[config.mk]
export PLATFORM = sky130hd
export DESIGN_NAME = load_store_unit
export DESIGN_NICKNAME = d
export VERILOG_FILES = /design/src/rtl/lsu_pkg.sv /design/src/rtl/load_formatter.sv /design/src/rtl/load_store_unit.sv
export SDC_FILE = /design/constraint.sdc
export NUM_CORES = 1
export LEC_CHECK = 0
export CAP_MARGIN = 15
export CELL_PAD_IN_SITES_DETAIL_PLACEMENT = 1
export CELL_PAD_IN_SITES_GLOBAL_PLACEMENT = 2
export CORE_ASPECT_RATIO = 0.5
export CORE_UTILIZATION = 25
export CTS_CLUSTER_DIAMETER = 150
export CTS_CLUSTER_SIZE = 14
export DETAILED_ROUTE_END_ITERATION = 10
export PLACE_DENSITY = 0.83
export SKIP_CTS_REPAIR_TIMING = 1
export SYNTH_ARGS = -nofsm -noshare
export SYNTH_HDL_FRONTEND = slang
export SYNTH_HIERARCHICAL = 1
export SYNTH_SLANG_ARGS = --single-unit
[constraint.sdc]
create_clock -name clk -period 4 [get_ports clk]
set_clock_uncertainty 0.15 [all_clocks]
set_input_delay 1 -clock clk [delete_from_list [all_inputs] [get_ports clk]]
set_output_delay 1 -clock clk [all_outputs]
set_load 0.05 [all_outputs]
[src/rtl/lsu_pkg.sv]
// Shared types and constants for the load/store unit and the load data formatter.
package lsu_pkg;

    typedef enum logic [1:0] {
        IDLE = 2'd0,
        REQ  = 2'd1,
        WAIT = 2'd2,
        DONE = 2'd3
    } lsu_state_t;

    // RISC-V func3 width/sign codes
    localparam logic [2:0] LB  = 3'b000;
    localparam logic [2:0] LH  = 3'b001;
    localparam logic [2:0] LW  = 3'b010;
    localparam logic [2:0] LBU = 3'b100;
    localparam logic [2:0] LHU = 3'b101;
    localparam logic [2:0] SB  = 3'b000;
    localparam logic [2:0] SH  = 3'b001;
    localparam logic [2:0] SW  = 3'b010;

    localparam logic [3:0] BE_BYTE = 4'b0001;
    localparam logic [3:0] BE_HALF = 4'b0011;
    localparam logic [3:0] BE_WORD = 4'b1111;

    // True when func3 is a defined code for the direction and the address is naturally aligned.
    function automatic logic access_legal(input logic       is_store,
                                          input logic [2:0] f3,
                                          input logic [1:0] lane);
        logic ok;
        ok = 1'b0;
        if (is_store) begin
            case (f3)
                SB:      ok = 1'b1;
                SH:      ok = ~lane[0];
                SW:      ok = (lane == 2'b00);
                default: ok = 1'b0;
            endcase
        end else begin
            case (f3)
                LB, LBU: ok = 1'b1;
                LH, LHU: ok = ~lane[0];
                LW:      ok = (lane == 2'b00);
                default: ok = 1'b0;
            endcase
        end
        return ok;
    endfunction

endpackage

[src/rtl/load_formatter.sv]
// Lane select plus sign/zero extension of a read word; shared with the writeback path.
module load_formatter
    import lsu_pkg::*;
(
    input  logic [2:0]  func3,
    input  logic [1:0]  addr_lo,
    input  logic [31:0] rdata,
    output logic [31:0] result
);

    logic signed [7:0]  byte_sel;
    logic signed [15:0] half_sel;

    always_comb begin
        byte_sel = rdata[{addr_lo, 3'b000} +: 8];
        half_sel = addr_lo[1] ? rdata[31:16] : rdata[15:0];
        case (func3)
            LB:      result = {{24{byte_sel[7]}}, byte_sel};
            LH:      result = {{16{half_sel[15]}}, half_sel};
            LBU:     result = {24'h000000, byte_sel};
            LHU:     result = {16'h0000, half_sel};
            default: result = rdata;
        endcase
    end

endmodule

[src/rtl/load_store_unit.sv]
// Memory-side load/store unit: one outstanding bus transaction, stalls the core while busy.
// Optional response watchdog enabled by defining LSU_TIMEOUT_EN.
module load_store_unit
    import lsu_pkg::*;
#(
    parameter int ADDR_W         = 32,
    parameter int TIMEOUT_CYCLES = 64
) (
    input  logic              clk,
    input  logic              rst,
    input  logic              rd_en,
    input  logic              wr_en,
    input  logic [2:0]        func3,
    input  logic [ADDR_W-1:0] alu_out,
    input  logic [31:0]       rs2_data,
    output logic [31:0]       data_memory_output,
    output logic              load_done,
    output logic              stall,
    output logic              access_err,
    output logic              bus_req_valid,
    input  logic              bus_req_ready,
    output logic              bus_we,
    output logic [ADDR_W-1:0] bus_addr,
    output logic [31:0]       bus_wdata,
    output logic [3:0]        bus_be,
    input  logic              bus_rsp_valid,
    input  logic [31:0]       bus_rdata
);

    lsu_state_t  state;
    logic [2:0]  func3_q;
    logic [1:0]  lane_q;
    logic [31:0] fmt_rdata;
    logic        req;
    logic        legal;
    logic        wd_expired;

    function automatic logic [3:0] store_be(input logic [2:0] f3, input logic [1:0] lane);
        logic [3:0] be;
        case (f3)
            SB:      be = BE_BYTE << lane;
            SH:      be = BE_HALF << {lane[1], 1'b0};
            default: be = BE_WORD;
        endcase
        return be;
    endfunction

    function automatic logic [31:0] store_wdata(input logic [2:0] f3, input logic [31:0] d);
        logic [31:0] w;
        case (f3)
            SB:      w = {4{d[7:0]}};
            SH:      w = {2{d[15:0]}};
            default: w = d;
        endcase
        return w;
    endfunction

    // A simultaneous rd_en/wr_en is a store, so legality is judged by wr_en.
    assign req   = rd_en | wr_en;
    assign legal = access_legal(wr_en, func3, alu_out[1:0]);
    assign stall = (state == REQ) || (state == WAIT) || ((state == IDLE) && req && legal);

    load_formatter u_fmt (
        .func3   (func3_q),
        .addr_lo (lane_q),
        .rdata   (bus_rdata),
        .result  (fmt_rdata)
    );

`ifdef LSU_TIMEOUT_EN
    localparam int CNT_W = $clog2(TIMEOUT_CYCLES + 1);
    logic [CNT_W-1:0] wd_cnt;

    // Restarts on entry to REQ (from IDLE) and to WAIT (at the request handshake).
    always_ff @(posedge clk) begin
        if (rst || state == IDLE || state == DONE || (state == REQ && bus_req_ready))
            wd_cnt <= '0;
        else
            wd_cnt <= wd_cnt + 1'b1;
    end

    assign wd_expired = (wd_cnt == CNT_W'(TIMEOUT_CYCLES - 1));
`else
    logic unused_timeout;
    assign unused_timeout = (TIMEOUT_CYCLES != 0);
    assign wd_expired     = 1'b0;
`endif

    always_ff @(posedge clk) begin
        if (rst) begin
            state              <= IDLE;
            func3_q            <= '0;
            lane_q             <= '0;
            bus_req_valid      <= 1'b0;
            bus_we             <= 1'b0;
            bus_addr           <= '0;
            bus_wdata          <= '0;
            bus_be             <= '0;
            data_memory_output <= '0;
            load_done          <= 1'b0;
            access_err         <= 1'b0;
        end else begin
            load_done  <= 1'b0;
            access_err <= 1'b0;
            case (state)
                IDLE: begin
                    if (req) begin
                        if (legal) begin
                            func3_q       <= func3;
                            lane_q        <= alu_out[1:0];
                            bus_we        <= wr_en;
                            bus_addr      <= {alu_out[ADDR_W-1:2], 2'b00};
                            bus_be        <= wr_en ? store_be(func3, alu_out[1:0]) : BE_WORD;
                            bus_wdata     <= wr_en ? store_wdata(func3, rs2_data) : 32'h0;
                            bus_req_valid <= 1'b1;
                            state         <= REQ;
                        end else begin
                            access_err <= 1'b1;
                        end
                    end
                end
                REQ: begin
                    if (bus_req_ready) begin
                        bus_req_valid <= 1'b0;
                        state         <= bus_we ? DONE : WAIT;
                    end else if (wd_expired) begin
                        bus_req_valid <= 1'b0;
                        access_err    <= 1'b1;
                        state         <= IDLE;
                    end
                end
                WAIT: begin
                    if (bus_rsp_valid) begin
                        data_memory_output <= fmt_rdata;
                        load_done          <= 1'b1;
                        state              <= DONE;
                    end else if (wd_expired) begin
                        access_err <= 1'b1;
                        state      <= IDLE;
                    end
                end
                DONE:    state <= IDLE;
                default: state <= IDLE;
            endcase
        end
    end

endmodule
# Word-level counts from Yosys, hierarchy flattened
# Index checks and enable logic that the tools add are counted.
[totals]
regBits = 109
latchBits = 0
ramBits = 0
mem_bits_ro = 0
in_bits = 105
wordCells = 71
mem_count = 0
[classes]
add_sub_neg = 0
multipliers = 0
div = 0
order_cmp = 0
n_eq_ne = 14
n_shift = 3
mux = 21
bitwise = 5
n_reduce_logical = 17
[op_table]
columns = ["op", "n"]
rows = [
  ["$pmux 32 s4", 1],
  ["$pmux 32 s2", 1],
  ["$mux 32", 1],
  ["$shiftx 32x6->8", 1],
  ["$mux 16", 1],
  ["$eq 3x3->1 const B", 4],
  ["$mux 2", 4],
  ["$ne 2x2->1 const B", 4],
  ["$pmux 2 s4", 1],
  ["$pmux 4 s2", 1],
  ["$reduce_and 4->1", 2],
  ["$mux 1", 7],
  ["$eq 3x1->1 const B", 2],
  ["$logic_not 3->1", 2],
  ["$pmux 1 s3", 2],
  ["$reduce_or 2->1", 3],
  ["$eq 2x2->1 const B", 2],
  ["$logic_not 2->1", 2],
  ["$mux 4", 1],
  ["$not 1->1", 4],
  ["$shl 1x2->4 const A", 1],
  ["$shl 2x2->4 const A", 1],
  ["$eq 3x2->1 const B", 1],
  ["$reduce_and 3->1", 1],
  ["8 further kinds", 10],
]

# Logic depth before layout (Yosys ltp)
[logic_depth]
word_depth = 7
depth_mapped = 9

# Cells and area by module
# The synthesis kept the hierarchy.
[by_module_without_submodules]
columns = ["mod", "n_inst", "cells_each", "area_per_inst_um2"]
rows = [
  ["load_store_unit", 1, 474, 4131.5],
  ["load_formatter", 1, 118, 760.7],
]

# Least setup slack after synthesis
# Ideal clock, no wire load.
[synth_path]
kind = "input -> output"
from = "in func3[0]"
to = "out stall"
arrival_ps = 2112
path_slack_ps = 738
stages = 5
n_path_buf = 2
path_cell_list = "buf_6 > a221oi_2 > o21bai_1 > buf_2 > nand2b_1"
[synth_via]
elab_chain_cells = 6
elab_cells_between_ends = 12
cone_classes = "eq/ne: 4; mux: 3; reduce/logical: 5"
[synth_lines]
columns = ["item", "line", "text"]
rows = [
  ["from (decl)", "load_store_unit.sv:13", "input logic [2:0] func3,"],
  ["$eq 3x1->1, or another cell as far along", "lsu_pkg.sv:32, lsu_pkg.sv:39", ""],
  ["$reduce_or 2->1", "lsu_pkg.sv:39", "case (f3)"],
  ["$pmux 1 s3", "lsu_pkg.sv:39", ""],
  ["$mux 1 *", "lsu_pkg.sv:31", "if (is_store) begin"],
  ["$logic_and 1x1->1 *", "load_store_unit.sv:61", "assign stall = (state == REQ) || (state == WAIT) || ((state == IDLE) && req && legal);"],
  ["$logic_or 1x1->1 *", "load_store_unit.sv:61", ""],
  ["to (decl)", "load_store_unit.sv:18", "output logic stall,"],
]
# Every way passes the cells marked *; elsewhere a longest branch is shown, timed or not.

# Worst setup path in the final report
[layout_path]
from = "in alu_out[0]"
to = "out stall"
[layout_via]
elab_chain_cells = 5
elab_cells_between_ends = 7
cone_classes = "mux: 3; bitwise: 1; reduce/logical: 3"
[layout_lines]
columns = ["item", "line", "text"]
rows = [
  ["from (decl)", "load_store_unit.sv:14", "input logic [ADDR_W-1:0] alu_out,"],
  ["$logic_not 2->1 or $not 1->1 (tied branches)", "--", ""],
  ["$pmux 1 s3, on equally long branches", "lsu_pkg.sv:39, lsu_pkg.sv:32", ""],
  ["$mux 1 *", "lsu_pkg.sv:31", ""],
  ["$logic_and 1x1->1 *", "load_store_unit.sv:61", ""],
  ["$logic_or 1x1->1 *", "load_store_unit.sv:61", ""],
]
# Marks and branches as above.

==> flow_summary.toml <==
[worst_setup_path]
path_cells = "clkdlybuf4s50_1, a221oi_2, o21bai_2, nand2b_1, buf_12"
critPathCaptureType = "output pin"
crit_path_top_delay_cell = "clkdlybuf4s50_1"
critPathMaxStageDelay_ns = 0.54
cp-start-kind = "input port"
cp_data_required_time_ns = 2.85
crit_type = "input port to output pin"
crit_fanout = 7
critical-path-top-delay-family = "buffers and inverters"
cp.buffers_inverters = 2
crit_start = "alu_out[0]"
cp.arrival_ns = 2.43
r2r_start = "state[0]$_SDFFE_PP0P_"

[die]
io_pins = 210
dieArea_mm2 = 0.0202
placementRows = 35
start_util = 0.260
die_h_um = 101
dieWidth_um = 200
core_mm2 = 0.0188

[cells_and_area]
nNetsFinal = 883
final_util = 0.398
n_fill_cell = 2182
drive_gt1_frac = 0.0564
diodes = 0
syn2layout_area_growth_pct = 52.9

[clock_tree]
worstSkewPairLatency_ns = 0.36
clockBufferDepth = 2
cts.htree.levels = 3
numCtsBuffers = 9
cts_tree = "done"
cts-root-buf = "clkbuf_16"
cts.sinks = 109
clk_pin_slew_ns = 0.07

[power_and_ir_drop]
power.share.sequential = 0.350
switching_share = 0.378
ir_drop_uv = 247
p_sw_mw = 1.38
intPower_mw = 2.27
leakagePower_nw = 2.66
clkPwrFrac = 0.273
power_density_mw_per_mm2 = 489
p_comb_frac = 0.377
finalPower_mw = 3.66

[sta]
final.setup.tns_ns = 0
worst_slew_pin_slew_ns = 0.811
fmax_mhz = 279
finalSetupViolations = 0
rsz0062_at_grt = "no"
layout_min_cycle_time_ns = 3.58
relSlewSlack = 0.457
fin_crit_sh = 0.895
hold_viol_final = 0
slew_viol_final = 0
setup_ws_ns = 0.419

[drt]
dr.pass1.iters = 6
dr.first_iter.drc_count = 151
vias_per_cell = 4.71
wl_per_cell_um = 16.8
postRouteWirelength_mm = 17.4
drc_errors = 0
ant_nets = 0
vias = 4898

[synth]
synth_edf_count = 0
ys_types = 48
synth-warning-count = 6
syn_area_mm2 = 0.00489
postSynthRegisterBits = 109
synthesis.instances = 592
synthFlopType = "dfxtp_1"
seq_area_frac_synth = 0.446
async_flop_share = 0
synth_area_per_cell_um2 = 8.26

[job]
drv_cap = 0

[hold_path]
hold_path_class = "flop to flop"
hp-start = "data_memory_output[22]$_SDFFE_PP0P_"

[grt]
antenna_found_initial = 0
grtUsageTotal = 0.173
grt_pass1_vias = 4967
grt_pass1_wl_mm = 26.9
grt_max_degree = 70
grt.overflow.total = 0

[placement]
pre_cts_slack_ns = 0.404
numPortBuffers = 207
gp_congestion = 0.813
dp_hpwl_mm = 12.5

[run_status]
outcome = "complete, no violations"
## area by class of cell
class | instances | area [µm²] | share of cell area
clock buffers | 10 | 229 | 0.0306
clock inverters | 6 | 95.1 | 0.0127
inverters | 7 | 26.3 | 0.00351
multi-input cells | 428 | 2450 | 0.327
flip-flops and latches | 109 | 2180 | 0.292
well taps | 259 | 324 | 0.0433
repair buffers | 220 | 2170 | 0.291
## cells by family after synthesis
kind of cell / count (synthesis) / share of synthesized area
mux: 33 / 0.0706
other cells: 1 / 0.000767
buf+inv: 56 / 0.0558
flops: 109 / 0.446
fa+ha+maj: 3 / 0.00767
compound gates: 165 / 0.223
simple gates: 225 / 0.197
## cells in the mapped netlist (2+ instances only)
library cell / count / area, µm²
clkbuf_1: 22 / 82.6
mux2_2: 2 / 22.5
a22o_1: 8 / 70.1
nand3b_1: 9 / 67.6
dfxtp_1: 109 / 2180
o21ba_2: 2 / 20.0
nor2_1: 8 / 30.0
o211a_1: 2 / 20.0
buf_6: 4 / 45.0
inv_1: 7 / 26.3
nand2_1: 172 / 646
o211ai_1: 5 / 37.5
a211oi_1: 4 / 30.0
buf_1: 5 / 18.8
and2_1: 2 / 12.5
nand3_1: 16 / 80.1
buf_4: 4 / 30.0
nor2b_1: 9 / 56.3
o2bb2ai_1: 24 / 210
buf_2: 14 / 70.1
a221oi_2: 2 / 30.0
o22a_1: 8 / 70.1
o21ai_0: 21 / 105
mux2i_1: 30 / 300
a21oi_1: 76 / 380
ha_1: 3 / 37.5
nand2b_1: 3 / 18.8
## cells in the final DEF (no fill, tap or decap), drive strengths merged, types with 2 or more instances in the layout
| cell type | synthesis | final |
|---|---|---|
| a22o | 8 | 8 |
| nor2 | 8 | 8 |
| mux2 | 2 | 2 |
| o22ai | 2 | 2 |
| a221oi | 2 | 2 |
| o211ai | 5 | 5 |
| conb | 1 | 2 |
| bufinv | 0 | 2 |
| o22a | 8 | 8 |
| nand2b | 3 | 3 |
| ha | 3 | 3 |
| nand2 | 172 | 172 |
| inv | 7 | 9 |
| nand3b | 9 | 9 |
| nor4 | 2 | 2 |
| o21ai | 21 | 21 |
| a211oi | 4 | 4 |
| nor2b | 9 | 9 |
| dfxtp | 109 | 109 |
| a21oi | 76 | 76 |
| o2bb2ai | 24 | 24 |
| buf | 27 | 15 |
| mux2i | 30 | 30 |
| and2 | 2 | 2 |
| clkbuf | 22 | 10 |
| nand3 | 17 | 17 |
| o211a | 2 | 2 |
| clkinvlp | 0 | 2 |
| clkdlybuf4s50 | 0 | 205 |
| o21ba | 2 | 2 |
## routing by layer
layer / routed length, µm / global-route usage
met5: 0 / 0
met4: 191 / 0.0417
met3: 813 / 0.0492
met2: 8820 / 0.317
met1: 7620 / 0.198
## sequential cells by signal, summed over array words and instances, names as in the netlist
register	cells
bus_wdata	32
data_memory_output	32
bus_addr	30
bus_be	4
func3_q	3
lane_q	2
state	2
access_err	1
bus_req_valid	1
bus_we	1
load_done	1
## metrics by stage
step                cell area [µm²]  cells  hold WS [ns]
floorplan                      4900    593         0.283
global placement               7160   1023         0.292
detailed placement             7160   1023         0.298
CTS                            7480   1039         0.308
global route                   7480   1039         0.327
finish                         7480   1039         0.304
## worst register-to-register path, delay by kind of cell, from the launching register on
| family | cells | cell delay (ns) |
|---|---|---|
| AO/OA/AOI/OAI | 4 | 0.96 |
| adder cells (fa/ha/maj) | 1 | 0.39 |
| buffers and inverters | 2 | 0.43 |
| flip-flops | 1 | 0.32 |
## power groups by stage
stage | Combinational (mW) | Clock, mW | Sequential (mW)
global placement | 1.37 | 0 | 1.30
detailed placement | 1.39 | 0 | 1.31
CTS | 1.39 | 1.03 | 1.28
floorplan | 0.548 | 0 | 1.65
finish | 1.38 | 1.00 | 1.28
global route | 1.48 | 1.07 | 1.30
## path summary, 6_finish.rpt
kind / endpoint / slack (ns) / cells after the start
max: stall / 0.42 / 5
min: data_memory_output[22]$_SDFFE_PP0P_ / 0.30 / 2
max reg2reg: bus_req_valid$_SDFFE_PP0P_ / 1.66 / 7
min reg2reg: data_memory_output[22]$_SDFFE_PP0P_ / 0.30 / 2
(Power assumes the default switching activity.)
